File: src/rtl/pipeline_ctrl_pkg.sv
// Shared definitions for the pipeline hazard controller.
//   RS / RD          : register-index widths of source / destination fields.
//   *_DEF            : default values of the controller parameters.
//   state_e          : controller FSM encoding (also exported on state_o).
package pipeline_ctrl_pkg;

  localparam int RS = 5;
  localparam int RD = 5;

  localparam int MEM_TIMEOUT_DEF  = 15;
  localparam int FLUSH_CYCLES_DEF = 2;

  typedef enum logic [1:0] {
    ST_RUN      = 2'd0,
    ST_MEM_WAIT = 2'd1,
    ST_FLUSH    = 2'd2
  } state_e;

endpackage

File: src/rtl/hazard_detect.sv
// Load-use comparator: flags a hazard when an Issue-slot load writes a
// non-zero register that either Decode slot reads.
//   rs1_i, rs2_i : source registers of Decode slots 0/1
//   rd_i         : destination registers of Issue slots 0/1
//   load_i       : load flag per Issue slot
//   hazard_o     : any load-use dependency present
module hazard_detect
  import pipeline_ctrl_pkg::*;
(
  input  logic [1:0][RS-1:0] rs1_i,
  input  logic [1:0][RS-1:0] rs2_i,
  input  logic [1:0][RD-1:0] rd_i,
  input  logic [1:0]         load_i,
  output logic               hazard_o
);

  // NOTE: assign a default before the loops so every path drives hazard_o
  // and no latch is inferred.
  always_comb begin
    hazard_o = 1'b0;
    for (int i = 0; i < 2; i++) begin
      for (int j = 0; j < 2; j++) begin
        // x0 is hard-wired zero, so a load targeting it creates no dependency.
        if (load_i[i] && (rd_i[i] != '0) &&
            ((rd_i[i] == rs1_i[j]) || (rd_i[i] == rs2_i[j]))) begin
          hazard_o = 1'b1;
        end
      end
    end
  end

endmodule

File: src/rtl/pipeline_hazard_controller.sv
// Stall/flush controller for a dual-issue pipeline.
//   clk, rst                     : clock, synchronous active-high reset
//   rs1_De, rs2_De, rd_Issue,
//   mem_read_en_Issue            : load-use operands
//   branch_taken_Ex              : taken-branch redirect from Execute
//   mem_req_Mem, mem_ready_Mem   : data-memory handshake in Mem
//   stall_*                      : hold PC / stage register
//   flush_*                      : bubble the stage register
//   mem_timeout                  : sticky memory-wait timeout flag
//   state_o                      : current FSM state (debug)
// Priority: memory wait > branch flush > load-use.
module pipeline_hazard_controller
  import pipeline_ctrl_pkg::*;
#(
  parameter int MEM_TIMEOUT  = MEM_TIMEOUT_DEF,
  parameter int FLUSH_CYCLES = FLUSH_CYCLES_DEF
) (
  input  logic               clk,
  input  logic               rst,
  input  logic [1:0][RS-1:0] rs1_De,
  input  logic [1:0][RS-1:0] rs2_De,
  input  logic [1:0][RD-1:0] rd_Issue,
  input  logic [1:0]         mem_read_en_Issue,
  input  logic               branch_taken_Ex,
  input  logic               mem_req_Mem,
  input  logic               mem_ready_Mem,
  output logic               stall_F,
  output logic               stall_De,
  output logic               stall_Issue,
  output logic               stall_Ex,
  output logic               stall_Mem,
  output logic               flush_De,
  output logic               flush_Issue,
  output logic               flush_WB,
  output logic               mem_timeout,
  output logic [1:0]         state_o
);

  localparam int         WCW          = $clog2(MEM_TIMEOUT + 1);
  localparam logic [WCW-1:0] WAIT_LIMIT = WCW'(MEM_TIMEOUT);
  localparam logic [1:0] FLUSH_RELOAD = 2'(FLUSH_CYCLES - 1);

  state_e         state_q, state_d;
  logic [WCW-1:0] wait_cnt_q, wait_cnt_d;
  logic [1:0]     flush_cnt_q, flush_cnt_d;
  logic           pending_q, pending_d;
  logic           timeout_q, timeout_d;

  logic load_use;
  logic stall_all, stall_lu, flush_de, flush_is, take_branch;

  hazard_detect u_hazard_detect (
    .rs1_i    (rs1_De),
    .rs2_i    (rs2_De),
    .rd_i     (rd_Issue),
    .load_i   (mem_read_en_Issue),
    .hazard_o (load_use)
  );

  always_comb begin
    state_d     = state_q;
    wait_cnt_d  = wait_cnt_q;
    flush_cnt_d = flush_cnt_q;
    pending_d   = pending_q;
    timeout_d   = timeout_q;
    stall_all   = 1'b0;
    stall_lu    = 1'b0;
    flush_de    = 1'b0;
    flush_is    = 1'b0;
    take_branch = 1'b0;

    case (state_q)
      ST_RUN: begin
        if (mem_req_Mem && !mem_ready_Mem) begin
          stall_all  = 1'b1;
          wait_cnt_d = '0;
          // A branch resolving alongside the memory stall is remembered
          // rather than dropped.
          pending_d  = branch_taken_Ex;
          state_d    = ST_MEM_WAIT;
        end else if (branch_taken_Ex) begin
          take_branch = 1'b1;
        end else if (load_use) begin
          stall_lu = 1'b1;
        end
      end

      ST_MEM_WAIT: begin
        if (mem_ready_Mem || (wait_cnt_q == WAIT_LIMIT)) begin
          if (wait_cnt_q == WAIT_LIMIT) timeout_d = 1'b1;
          pending_d = 1'b0;
          if (pending_q || branch_taken_Ex) take_branch = 1'b1;
          else                              state_d     = ST_RUN;
        end else begin
          stall_all  = 1'b1;
          pending_d  = pending_q | branch_taken_Ex;
          // Exit fires at WAIT_LIMIT, so this increment never wraps.
          wait_cnt_d = wait_cnt_q + 1'b1;
        end
      end

      ST_FLUSH: begin
        flush_de = 1'b1;
        if (branch_taken_Ex) begin
          take_branch = 1'b1;
        end else if (flush_cnt_q <= 2'd1) begin
          flush_cnt_d = '0;
          state_d     = ST_RUN;
        end else begin
          flush_cnt_d = flush_cnt_q - 1'b1;
        end
      end

      default: state_d = ST_RUN;
    endcase

    // Shared redirect action: bubble Decode and Issue now, keep Decode
    // flushed for the remaining FLUSH_CYCLES-1 cycles.
    if (take_branch) begin
      flush_de    = 1'b1;
      flush_is    = 1'b1;
      flush_cnt_d = FLUSH_RELOAD;
      state_d     = (FLUSH_RELOAD != '0) ? ST_FLUSH : ST_RUN;
    end
  end

  // NOTE: sequential state uses non-blocking assignments so every register
  // samples the pre-edge value of its inputs.
  always_ff @(posedge clk) begin
    if (rst) begin
      state_q     <= ST_RUN;
      wait_cnt_q  <= '0;
      flush_cnt_q <= '0;
      pending_q   <= 1'b0;
      timeout_q   <= 1'b0;
    end else begin
      state_q     <= state_d;
      wait_cnt_q  <= wait_cnt_d;
      flush_cnt_q <= flush_cnt_d;
      pending_q   <= pending_d;
      timeout_q   <= timeout_d;
    end
  end

  // Outputs are forced low while reset is held so the pipeline sees no
  // stall or flush from stale state.
  assign stall_F     = !rst && (stall_all || stall_lu);
  assign stall_De    = !rst && (stall_all || stall_lu);
  assign stall_Issue = !rst && stall_all;
  assign stall_Ex    = !rst && stall_all;
  assign stall_Mem   = !rst && stall_all;
  assign flush_De    = !rst && flush_de;
  assign flush_Issue = !rst && (flush_is || stall_lu);
  assign flush_WB    = !rst && stall_all;
  assign mem_timeout = !rst && timeout_q;
  assign state_o     = rst ? 2'd0 : state_q;

endmodule

File: config.mk
export PLATFORM = sky130hd
export DESIGN_NAME = pipeline_hazard_controller
export DESIGN_NICKNAME = d
export VERILOG_FILES = /design/src/rtl/pipeline_ctrl_pkg.sv /design/src/rtl/hazard_detect.sv /design/src/rtl/pipeline_hazard_controller.sv
export SDC_FILE = /design/constraint.sdc
export NUM_CORES = 1
export LEC_CHECK = 0
export BUFFER_PORTS_ARGS = -buffer_cell sky130_fd_sc_hd__buf_4
export CAP_MARGIN = 30
export CORE_AREA = 10 10 58 60
export CTS_CLUSTER_SIZE = 16
export DETAILED_ROUTE_END_ITERATION = 10
export DIE_AREA = 0 0 68 70
export GPL_ROUTABILITY_DRIVEN = 0
export PLACE_DENSITY = 0.81
export SYNTH_ARGS = -nofsm -noshare
export SYNTH_HDL_FRONTEND = slang
export SYNTH_SLANG_ARGS = --single-unit
File: constraint.sdc
create_clock -name clk -period 5.5 [get_ports clk]
set_input_delay 1.65 -clock clk [delete_from_list [all_inputs] [get_ports clk]]
set_output_delay 1.65 -clock clk [all_outputs]
set_load 0.005 [all_outputs]
# [Yosys cells after proc, flatten, opt, wreduce, memory -nomap -nowiden]
# Index checks and enable logic that the tools add are counted.
[op_classes] n_addsub=2 n_mul=0 div_mod_pow=0 magnitude_cmp=1 n_eq_ne=23 n_shift=0 n_mux=37 n_bitwise=2 reduce_logical=35
[ops] operator="5-bit equality test" count=8
[ops] operator="1-bit two-way mux" count=22
[ops] operator="2-bit two-way mux" count=8
[ops] operator="3-bit != test (second input constant)" count=5
[ops] operator="1-bit logical AND" count=12
[ops] operator="2-bit != test (second input constant)" count=6
[ops] operator="5-bit AND reduction" count=2
[ops] operator="5-bit nonzero test" count=2
[ops] operator="1-bit logical OR" count=8
[ops] operator="4-bit two-way mux" count=2
[ops] operator="4-bit one-hot mux with 2 select lines" count=1
[ops] operator="2-bit one-hot mux with 3 select lines" count=1
[ops] operator="2-bit AND reduction" count=3
[ops] operator="3-bit AND reduction" count=2
[ops] operator="4-bit by 1-bit adder with 4-bit output (second input constant)" count=1
[ops] operator="4-bit equality test (second input constant)" count=1
[ops] operator="1-bit one-hot mux with 2 select lines" count=2
[ops] operator="2-bit nonzero test" count=2
[ops] operator="1-bit one-hot mux with 3 select lines" count=1
[ops] operator="2-bit by 1-bit equality test with 1-bit output (second input constant)" count=1
[ops] operator="2-bit equality test (second input constant)" count=1
[ops] operator="2-bit by 1-bit less-or-equal comparator with 1-bit output (second input constant)" count=1
[ops] operator="1-bit zero test" count=2
[ops] operator="2-bit zero test" count=1
[ops] operator="5 further kinds" count=5
[word_totals] ff_bits=10 latchBits=0 ram_bits=0 mem_bits_ro=0 inputBits=37 output_inout_bits=11 word_cells=107 n_memories=0

# [Longest topological paths before layout]
[logic_depth] word_depth=13 mapped_depth=7 ltp_nobuf=6

# [By module]
# From an unflattened synthesis, not the netlist that was laid out.
[hier_totals] cells_unflattened=149 area_unflattened_um2=1194.9
[modules_own_cells] module="pipeline_hazard_controller" n_inst=1 cells_each=76 area_per_inst_um2=658.1 seq_area_each_um2=200.2
[modules_own_cells] module="hazard_detect" n_inst=1 cells_each=73 area_per_inst_um2=536.8 seq_area_each_um2=0.0

# [Least setup slack after synthesis]
# OpenSTA, ideal clock, no wires.
[synth_path] kind="input-to-output" from="in rd_Issue[3] in the netlist's numbering" to="out stall_F" arrival_ns=2.800 required_ns=3.850 slack_ns=1.050 stages=7 n_path_buf=2 cell_sequence="buf_2 -> or4_1 -> o21ai_1 -> nor2_1 -> o31ai_2 -> nand3b_1 -> buf_4"
[synth_via] elab_chain_len=13 word_cells_on_any_way=20 cone_classes="4 x eq/ne; 8 x mux; 8 x reduce/logical"
[synth_rtl] element="from (decl)" line_no="pipeline_hazard_controller.sv:22" text="input logic [1:0][RD-1:0] rd_Issue,"
[synth_rtl] element="5-bit equality test or 5-bit nonzero test (tied branches)" line_no="hazard_detect.sv:25, hazard_detect.sv:24"
[synth_rtl] element="1-bit logical OR or 1-bit logical AND (tied branches)" line_no="hazard_detect.sv:25, hazard_detect.sv:24"
[synth_rtl] element="1-bit logical AND" line_no="hazard_detect.sv:24" text="if (load_i[i] && (rd_i[i] != '0) &&"
[synth_rtl] element="1-bit two-way mux" line_no="hazard_detect.sv:24"
[synth_rtl] element="1-bit two-way mux * (3 in a row)" line_no="hazard_detect.sv:24"
[synth_rtl] element="1-bit two-way mux *" line_no="pipeline_hazard_controller.sv:83" text="end else if (load_use) begin"
[synth_rtl] element="1-bit two-way mux *" line_no="pipeline_hazard_controller.sv:81" text="end else if (branch_taken_Ex) begin"
[synth_rtl] element="1-bit two-way mux *" line_no="pipeline_hazard_controller.sv:74" text="if (mem_req_Mem && !mem_ready_Mem) begin"
[synth_rtl] element="1-bit two-way mux *" line_no="pipeline_hazard_controller.sv:72" text="case (state_q)"
[synth_rtl] element="1-bit logical OR *"
[synth_rtl] element="1-bit logical AND *"
[synth_rtl] element="to (decl)" line_no="pipeline_hazard_controller.sv:27" text="output logic stall_F,"
# Every way passes the cells marked *; elsewhere a longest branch is shown, timed or not.

# [Final worst setup path]
[layout_path] from="in mem_ready_Mem" to="out stall_F"
[layout_via] elab_chain_len=6 word_cells_on_any_way=10 cone_classes="5 x mux; 5 x reduce/logical"
[layout_rtl] element="from (decl)" line_no="pipeline_hazard_controller.sv:26" text="input logic mem_ready_Mem,"
[layout_rtl] element="1-bit zero test" line_no="pipeline_hazard_controller.sv:74"
[layout_rtl] element="1-bit logical AND" line_no="pipeline_hazard_controller.sv:74"
[layout_rtl] element="1-bit two-way mux" line_no="pipeline_hazard_controller.sv:74"
[layout_rtl] element="1-bit one-hot mux with 2 select lines or 1-bit two-way mux (tied branches)" line_no="pipeline_hazard_controller.sv:72"
[layout_rtl] element="1-bit logical OR *" line_no="pipeline_hazard_controller.sv:147" text="assign stall_F = !rst && (stall_all || stall_lu);"
[layout_rtl] element="1-bit logical AND *" line_no="pipeline_hazard_controller.sv:147"
# Marked as above.

==> qor.csv <==
stage;metric;value;unit
critical_path;r2r_cells;6;
placed_design;place_area;0.00138;mm^2
critical_path;critPathArrivalTime;2930;ps
cells_and_area;fill_cells;222;
min_path;hp-class;register to register;
die;die_h;70;um
global_routing;antenna_found_initial;0;
detailed_routing;routed_via_density;5.26;
detailed_routing;wire_per_inst;14.8;um
power;power;0.236;mW
clock_tree;cts_buffers;3;
placed_design;io_buffers;47;
die;start_util;0.465;
synth;ys_async_sr_fraction;0;
synth;ys_seq_area_frac;0.184;
synth;yosys_register_bits;10;
clock_tree;ctsRootBufferMaster;clkbuf_4;
synth;yosysUniqueCellTypes;31;
outcome;status;complete, no violations;
clock_tree;clk_pin_slew;60;ps
die;core;0.00234;mm^2
timing;grt_setup_unrepaired;false;
cells_and_area;area_delta_synth_final;30.0;%
critical_path;cp-start-kind;input port;
detailed_routing;drt-initial-drc-count;93;
global_routing;busiest_layer;met2;
timing;fmax;218;MHz
synth;syn_nets;182;
timing;slew_viol_final;0;
global_routing;grt.total_usage;0.133;
global_routing;gr-usage-met1;0.130;
detailed_routing;antenna_left;0;
timing;finalHoldViolations;0;
timing;fin_crit;4580;ps
clock_tree;cts.sinks;10;
placed_design;dp_hpwl;2660;um
clock_tree;post_cts_buffers;0;
detailed_routing;routed_wl;3100;um
timing;min_period_over_period;0.833;
cells_and_area;nets;218;
global_routing;use_met2;0.229;
clock_tree;h-tree-depth;1;
timing;worst_pin_slew;322;ps
synth;synth.avg_cell_area;7.56;um^2
die;die_area;0.00476;mm^2
clock_tree;clock_latency;280;ps
flow_run;drv_cap;0;
timing;finClkSkew;3.58;ps
cells_and_area;num_antenna_cells;0;
timing;setup_viol;0;
clock_tree;hold_buffers;0;
global_routing;use_met3;0.0478;
synth;synth-main-ff-cell;dfxtp_1;
critical_path;rrSetupSlack;3900;ps
cells_and_area;multi_input_area;785;um^2
clock_tree;cts_tree;done;
critical_path;worst_ep_required_time;3850;ps
global_routing;first_global_vias;1207;
critical_path;critPathMaxFanout;5;
cells_and_area;finalInstanceArea;0.00142;mm^2
detailed_routing;drc;0;
power;vdd_drop_max;0.116;mV
die;num_rows;18;
min_path;min_path_cells;2;
detailed_routing;num_vias;1099;
power;power_leakage;0.571;nW
synth;ys_warn_count;0;
global_routing;grt_first_pass_wirelength;5180;um
clock_tree;cts_resized;0;
critical_path;crit_path_end_kind;output port;
timing;max_slew_margin;0.784;
global_routing;overflow;0;
cells_and_area;drive_gt1_frac;0.296;
synth;synth_cells;144;
clock_tree;clockBufferDepth;2;
global_routing;grt_max_degree;18;
critical_path;crit_type;input port to output port;
die;fp.dieW;68;um
synth;syn_area;0.00109;mm^2
cells_and_area;regArea;200;um^2
die;io_pins;48;
timing;tns;0;ps
detailed_routing;firstDrtPassIters;4;
synth;synth_edf_count;0;
power;p_per_area;167;mW/mm^2
[through the flow]
step                setup WS, ps   util  std cells  hold slack, ps
floorplan                   1050      -        144             432
global placement            1000  0.589        205             456
detailed placement           947  0.589        205             464
CTS                          935  0.604        209             479
global route                 753  0.604        209             530
finish                       920  0.604        209             486
[layout make-up]
cell class                 instances  share of cell area
clock buffer                       4              0.0256
tap                               30              0.0265
inverter                           1             0.00265
sequential                        10               0.141
timing repair buffer              47               0.249
multi-input combinational        117               0.554
[critical path, cell delays in order]
cell and delay [ps]:
buf_4 110, nand2b_1 180, nor3_1 280, nor2_1 140, nor2_1 270, nand3b_1 180
buf_4 120
[flip-flops by register name (all words and copies together) (netlist names)]
register / flops
wait_cnt_q: 4
pending_q: 1
timeout_q: 1
flush_cnt_q: 2
state_q: 2
[cell families after synthesis]
logic type / share of synthesized area
compound gates: 0.105
xor+xnor: 0.338
fa+ha+maj: 0.0115
buf+inv: 0.0954
flops: 0.184
simple gates: 0.267
[synth_stat cells (2+ instances only)]
master	number	area share
xnor2_1	32	0.26
nor2_1	11	0.038
dfxtp_1	10	0.18
nand2_1	10	0.034
xor2_1	10	0.080
nand3_1	9	0.041
nor3_1	9	0.041
buf_2	8	0.037
a21oi_1	6	0.028
buf_4	4	0.028
nand2b_1	4	0.023
nor2b_1	3	0.017
o22ai_1	3	0.017
buf_6	2	0.021
clkbuf_1	2	0.0069
nand3b_1	2	0.014
nor4_1	2	0.011
o21ai_1	2	0.0092
o31ai_2	2	0.023
or4_1	2	0.014
[report_power, final]
part           total [mW]  internal, mW  leakage (nW)  switching (mW)
logic              0.0889        0.0487         0.469          0.0402
clock network      0.0695        0.0404        0.0210          0.0291
registers          0.0774        0.0748        0.0813         0.00264
total               0.236         0.164         0.571          0.0720
[cells in the final DEF, fill, tap and decap left out]
cell type,count
buf_4,47
xnor2_1,32
nor2_1,11
xor2_1,10
nand2_1,10
dfxtp_1,10
nor3_1,9
nand3_1,9
a21oi_1,6
nand2b_1,4
nor2b_1,3
o22ai_1,3
clkbuf_4,3
nor4_1,2
or4_1,2
o21ai_1,2
o31ai_2,2
nand3b_1,2
and2b_1,1
a31oi_1,1
and2_1,1
o21bai_1,1
inv_1,1
o211ai_1,1
nand4_1,1
nor4b_1,1
or3_1,1
a41oi_1,1
ha_1,1
clkbuf_8,1
[per-layer routing]
layer,routed length (um),share of wire
met5,0,0
met2,1520,0.49
met4,78,0.025
met1,1190,0.38
met3,320,0.10
[path summary, 6_finish.rpt]
check	startpoint	to
setup / recovery	mem_ready_Mem	stall_F
hold / removal	timeout_q	timeout_q
setup reg to reg	wait_cnt_q[0]	wait_cnt_q[3]
hold reg to reg	timeout_q	timeout_q
(Power assumes the default switching activity.)
